`src/rtl/ram64_arbiter.sv`:
```
// Clear sequencer and round-robin A/B arbiter driving the single address/write
// port of a 64-deep distributed RAM (synchronous write, asynchronous read).
module ram64_arbiter #(
  parameter int unsigned      WIDTH    = 8,
  parameter logic [WIDTH-1:0] CLR_VAL  = '0,
  parameter bit               CLEAR_EN = 1'b1
) (
  input  logic             CLK,
  input  logic             RST_N,
  input  logic             CLEAR_REQ,
  input  logic             A_REQ,
  input  logic             A_WE,
  input  logic [5:0]       A_ADR,
  input  logic [WIDTH-1:0] A_DIN,
  output logic             A_GNT,
  output logic             A_RVALID,
  output logic [WIDTH-1:0] A_DOUT,
  input  logic             B_REQ,
  input  logic             B_WE,
  input  logic [5:0]       B_ADR,
  input  logic [WIDTH-1:0] B_DIN,
  output logic             B_GNT,
  output logic             B_RVALID,
  output logic [WIDTH-1:0] B_DOUT,
  output logic [5:0]       RAM_ADR,
  output logic             RAM_WE,
  output logic [WIDTH-1:0] RAM_DIN,
  input  logic [WIDTH-1:0] RAM_DOUT,
  output logic             BUSY
);

  typedef enum logic {S_CLEAR, S_RUN} state_e;

  state_e           state_q, state_d;
  logic [5:0]       cnt_q, cnt_d;
  logic             last_q, last_d;
  logic             a_rvalid_q, a_rvalid_d;
  logic             b_rvalid_q, b_rvalid_d;
  logic [WIDTH-1:0] a_dout_q, a_dout_d;
  logic [WIDTH-1:0] b_dout_q, b_dout_d;
  logic             run;
  logic             a_gnt, b_gnt;

  // last_q = 1 means B was granted most recently, so A wins a tie
  always_comb begin
    run   = (state_q == S_RUN);
    a_gnt = run && A_REQ && (!B_REQ || last_q);
    b_gnt = run && B_REQ && (!A_REQ || !last_q);
  end

  always_comb begin
    RAM_ADR = '0;
    RAM_WE  = 1'b0;
    RAM_DIN = '0;
    if (!run) begin
      RAM_ADR = cnt_q;
      RAM_WE  = 1'b1;
      RAM_DIN = CLR_VAL;
    end else if (a_gnt) begin
      RAM_ADR = A_ADR;
      RAM_WE  = A_WE;
      RAM_DIN = A_DIN;
    end else if (b_gnt) begin
      RAM_ADR = B_ADR;
      RAM_WE  = B_WE;
      RAM_DIN = B_DIN;
    end
  end

  always_comb begin
    state_d    = state_q;
    cnt_d      = cnt_q;
    last_d     = last_q;
    a_rvalid_d = a_gnt && !A_WE;
    b_rvalid_d = b_gnt && !B_WE;
    a_dout_d   = a_rvalid_d ? RAM_DOUT : a_dout_q;
    b_dout_d   = b_rvalid_d ? RAM_DOUT : b_dout_q;
    if (state_q == S_CLEAR) begin
      // counter wraps 63 -> 0 on its own, leaving it at 0 for the next clear
      cnt_d = cnt_q + 6'd1;
      if (cnt_q == 6'd63) state_d = S_RUN;
    end else begin
      if (CLEAR_REQ) begin
        state_d = S_CLEAR;
        cnt_d   = '0;
      end
      if (a_gnt)      last_d = 1'b0;
      else if (b_gnt) last_d = 1'b1;
    end
  end

  always_ff @(posedge CLK or negedge RST_N) begin
    if (!RST_N) begin
      state_q    <= CLEAR_EN ? S_CLEAR : S_RUN;
      cnt_q      <= '0;
      last_q     <= 1'b1;
      a_rvalid_q <= 1'b0;
      b_rvalid_q <= 1'b0;
      a_dout_q   <= '0;
      b_dout_q   <= '0;
    end else begin
      state_q    <= state_d;
      cnt_q      <= cnt_d;
      last_q     <= last_d;
      a_rvalid_q <= a_rvalid_d;
      b_rvalid_q <= b_rvalid_d;
      a_dout_q   <= a_dout_d;
      b_dout_q   <= b_dout_d;
    end
  end

  always_comb begin
    A_GNT    = a_gnt;
    B_GNT    = b_gnt;
    A_RVALID = a_rvalid_q;
    B_RVALID = b_rvalid_q;
    A_DOUT   = a_dout_q;
    B_DOUT   = b_dout_q;
    BUSY     = !run;
  end

endmodule

```
`config.mk`:
```
export PLATFORM = sky130hd
export DESIGN_NAME = ram64_arbiter
export DESIGN_NICKNAME = d
export VERILOG_FILES = /design/src/rtl/ram64_arbiter.sv
export SDC_FILE = /design/constraint.sdc
export NUM_CORES = 1
export LEC_CHECK = 0
export CORE_MARGIN = 1.5
export CORE_UTILIZATION = 60
export CTS_BUF_LIST = sky130_fd_sc_hd__clkbuf_8
export CTS_CLUSTER_SIZE = 16
export DETAILED_ROUTE_END_ITERATION = 12
export DONT_BUFFER_PORTS = 1
export PLACE_DENSITY = 0.76
export SLEW_MARGIN = 30
export SYNTH_ARGS = -nofsm -noshare
export SYNTH_HDL_FRONTEND = slang
export SYNTH_SLANG_ARGS = --single-unit
```
`constraint.sdc`:
```
create_clock -name CLK -period 2 [get_ports CLK]
set_clock_uncertainty 0.2 [all_clocks]
set_input_delay 0.2 -clock CLK [delete_from_list [all_inputs] [get_ports CLK]]
set_output_delay 0.2 -clock CLK [all_outputs]
set_load 0.05 [all_outputs]
```
==> impl_metrics.json <==
{
  "relSlewSlack": 0.620,
  "core_area_um2": 2000,
  "numCtsBuffers": 3,
  "cts_max_level": 1,
  "pwr-share-clk": 0.121,
  "critPathKind": "register to output port",
  "clock.fmax_mhz": 487,
  "worstRegToRegCells": 5,
  "io_pins": 79,
  "grtUsageTotal": 0.285,
  "finalHoldViolations": 0,
  "sw_frac_of_total": 0.487,
  "synth_ff_type": "dfrtp_1",
  "yosysSeqAreaShare": 0.500,
  "synth_fp_nets": 150,
  "slowest_delay_ns": 0.59,
  "end_kind": "output port",
  "cts_sinks": 26,
  "netlist_area_um2": 1310,
  "power_w": 0.00290,
  "hp-start": "A_WE",
  "tightest_slew_ns": 0.569,
  "via_count": 1115,
  "crit_path_max_fanout": 7,
  "die_area_um2": 2460,
  "post_drt_wl_per_cell_um": 24.9,
  "cap_violations": 0,
  "switchingPower_w": 0.00141,
  "ys_types": 32,
  "holdPathStages": 1,
  "die_y_um": 49.6,
  "nFillCells": 81,
  "synth_top_area_share": 0.479,
  "remaining_drc_errors": 0,
  "critPathSlowestCell": "dfstp_2",
  "yosys_warnings": 0,
  "setup-violations-final": 11,
  "drt_iter0_markers": 48,
  "clk_pin_slew_ns": 0.09,
  "post_synth_inst_count": 106,
  "synthArstFlopShare": 1.00,
  "numPortBuffers": 0,
  "p_per_area_nw_per_um2": 1590,
  "ant_nets": 0,
  "design_area_um2": 1830,
  "hold_end": "A_RVALID$_DFF_PN0_",
  "r2r_end": "B_DOUT[1]$_DFFE_PN0P_",
  "synth-edff-count": 0,
  "r2r-start": "last_q$_DFFE_PN1P_",
  "fp-row-count": 16,
  "syn2layout_area_growth_pct": 40.1,
  "cp.required_ns": 1.60,
  "min_period_ns": 2.05,
  "drive_above_1_share": 0.447,
  "status": "finished with violations",
  "ys_ff_latch": 26,
  "place.gp.congestion": 0.825,
  "grt_first_pass_wirelength_mm": 5.24,
  "place_hpwl_mm": 2.40,
  "synthTopCellsByArea": "dfrtp_1 48%, mux2_2 14%, a22o_2 6.1%",
  "synth_most_common_cell": "dfrtp_1",
  "cp_cell_sequence": "nand2b_4, and3_4, a221o_1, buf_12",
  "antenna_cells": 0,
  "root_buffer": "clkbuf_8",
  "start_kind": "register",
  "syn_area_per_cell_um2": 12.3,
  "intPower_w": 0.00149,
  "grt-ovfl-total": 0,
  "synth_common_cells": "25 x dfrtp_1, 16 x mux2_2, 9 x nand2_1",
  "synth_top_area_cell": "dfrtp_1",
  "start_util": 0.652,
  "r2r_slack_ns": 0.15,
  "die_x_um": 49.6,
  "post_drt_via_cell_ratio": 6.64,
  "seqPwrFrac": 0.445,
  "detail_route.wirelength_mm": 4.19,
  "comb_power_share": 0.433,
  "first_pass_iters": 4,
  "first_global_vias": 1035,
  "cp.arrival_ns": 1.65,
  "finalWorstSetupSlack_ns": -0.0513,
  "placed_area_um2": 1580,
  "hold_class": "primary input to register",
  "multi_input_area_um2": 617,
  "rsz0062_at_grt": "yes",
  "drv_slew": 0,
  "grt_max_degree": 27,
  "max-vdd-ir-drop_mv": 1.72,
  "fin_nets": 186,
  "timing.final.crit_share": 1.03,
  "antenna_found_initial": 0,
  "cts_tree": "built",
  "p_leak_nw": 0.829,
  "insertion_delay_ns": 0.27,
  "seq_area_um2": 653,
  "cts.path.max_buffers": 2,
  "failed_checks": "negative setup slack"
}
power groups by stage:
stage / sequential [W] / combinational, W / clock [W]
2_1_floorplan: 0.00123 / 0.000777 / 0
3_3_place_gp: 0.00127 / 0.00109 / 0
3_5_place_dp: 0.00129 / 0.00112 / 0
4_1_cts: 0.00128 / 0.00120 / 0.000330
5_1_grt: 0.00131 / 0.00130 / 0.000365
6_report: 0.00129 / 0.00126 / 0.000352
cell usage in the layout (no fill, tap or decap), drive strengths merged, types with 2 or more instances in the layout:
master and count:
a31oi 2, mux2i 2, mux2 16, nand2 9, xnor2 2, nand3 5
inv 2, and4b 2, nor2b 5, dfrtp 25, buf 24, dlygate4sd3 13
o22ai 2, clkbuf 4, and3 3, a21oi 3, a221o 5, a22o 8
area by class of cell:
cell class              instances  area share
inverters                       2     0.00411
flip-flops and latches         26       0.357
clock buffers                   4      0.0301
repair buffers                 37       0.253
well taps                      27      0.0185
multi-input cells              72       0.337
layer usage:
metal / global-route usage / vias up / wire length, um
li1: - / 466 / -
met1: 0.326 / 526 / 1470
met2: 0.509 / 107 / 2100
met3: 0.0788 / 16 / 507
met4: 0.0926 / 0 / 110
met5: 0 / - / 0
worst max-delay path by stage:
stage	startpoint	depth (start not counted)	endpoint	slack, ns
after floorplan	last_q$_DFFE_PN1P_	5	RAM_ADR[2]	0.004
after global placement	last_q$_DFFE_PN1P_	3	A_DOUT[1]$_DFFE_PN0P_	0.27
after detailed placement	last_q$_DFFE_PN1P_	3	A_DOUT[5]$_DFFE_PN0P_	0.21
after CTS	last_q$_DFFE_PN1P_	4	RAM_ADR[2]	0.009
after global routing	run$_DFF_PN0_	4	RAM_ADR[2]	-0.08
final	last_q$_DFFE_PN1P_	4	RAM_ADR[2]	-0.05
critical path, delay by kind of cell (launching register included):
kind | cells | cell delay [ns]
buffers and inverters | 1 | 0.15
flip-flops | 1 | 0.59
AND/OR/NAND/NOR | 2 | 0.43
AO/OA/AOI/OAI | 1 | 0.21
through the flow:
step	util	std cells	setup TNS (ns)	worst slack [ns]	hold WS, ns
3_3_place_gp	0.791	145	0	0.272	-0.295
4_1_cts	0.896	164	0	0.00850	0.0954
5_1_grt	0.913	168	-0.455	-0.0769	0.0842
6_report	0.913	168	-0.271	-0.0513	0.0810
2_1_floorplan	-	106	0	0.00442	-0.296
3_5_place_dp	0.791	145	0	0.213	-0.295
what timing repair did:
item,CTS,global route
resized for setup,2,2
hold buffers,13,1
endpoints found under the setup margin,13,13
setup buffers,1,3
cloned,1,0
pin swaps,2,5
hold endpoints to repair,51,25
sequential cells by signal, indices dropped and copies added (netlist names):
register	cells
B_RVALID	1
cnt_q	6
A_RVALID	1
B_DOUT	8
run	1
last_q	1
A_DOUT	8
cells by family (layout without fill, tap and decap cells):
| logic type | Yosys count | after routing | synth area share |
|---|---|---|---|
| AND/OR/NAND/NOR | 27 | 28 | 0.123 |
| adder cells (fa/ha/maj) | 1 | 1 | 0.00959 |
| multiplexers | 18 | 18 | 0.153 |
| XOR/XNOR | 2 | 2 | 0.0134 |
| buffers and inverters | 9 | 43 | 0.0451 |
| AO/OA/AOI/OAI | 23 | 23 | 0.156 |
| flip-flops | 26 | 26 | 0.500 |
No activity file was read; power rests on OpenSTA's default activity.
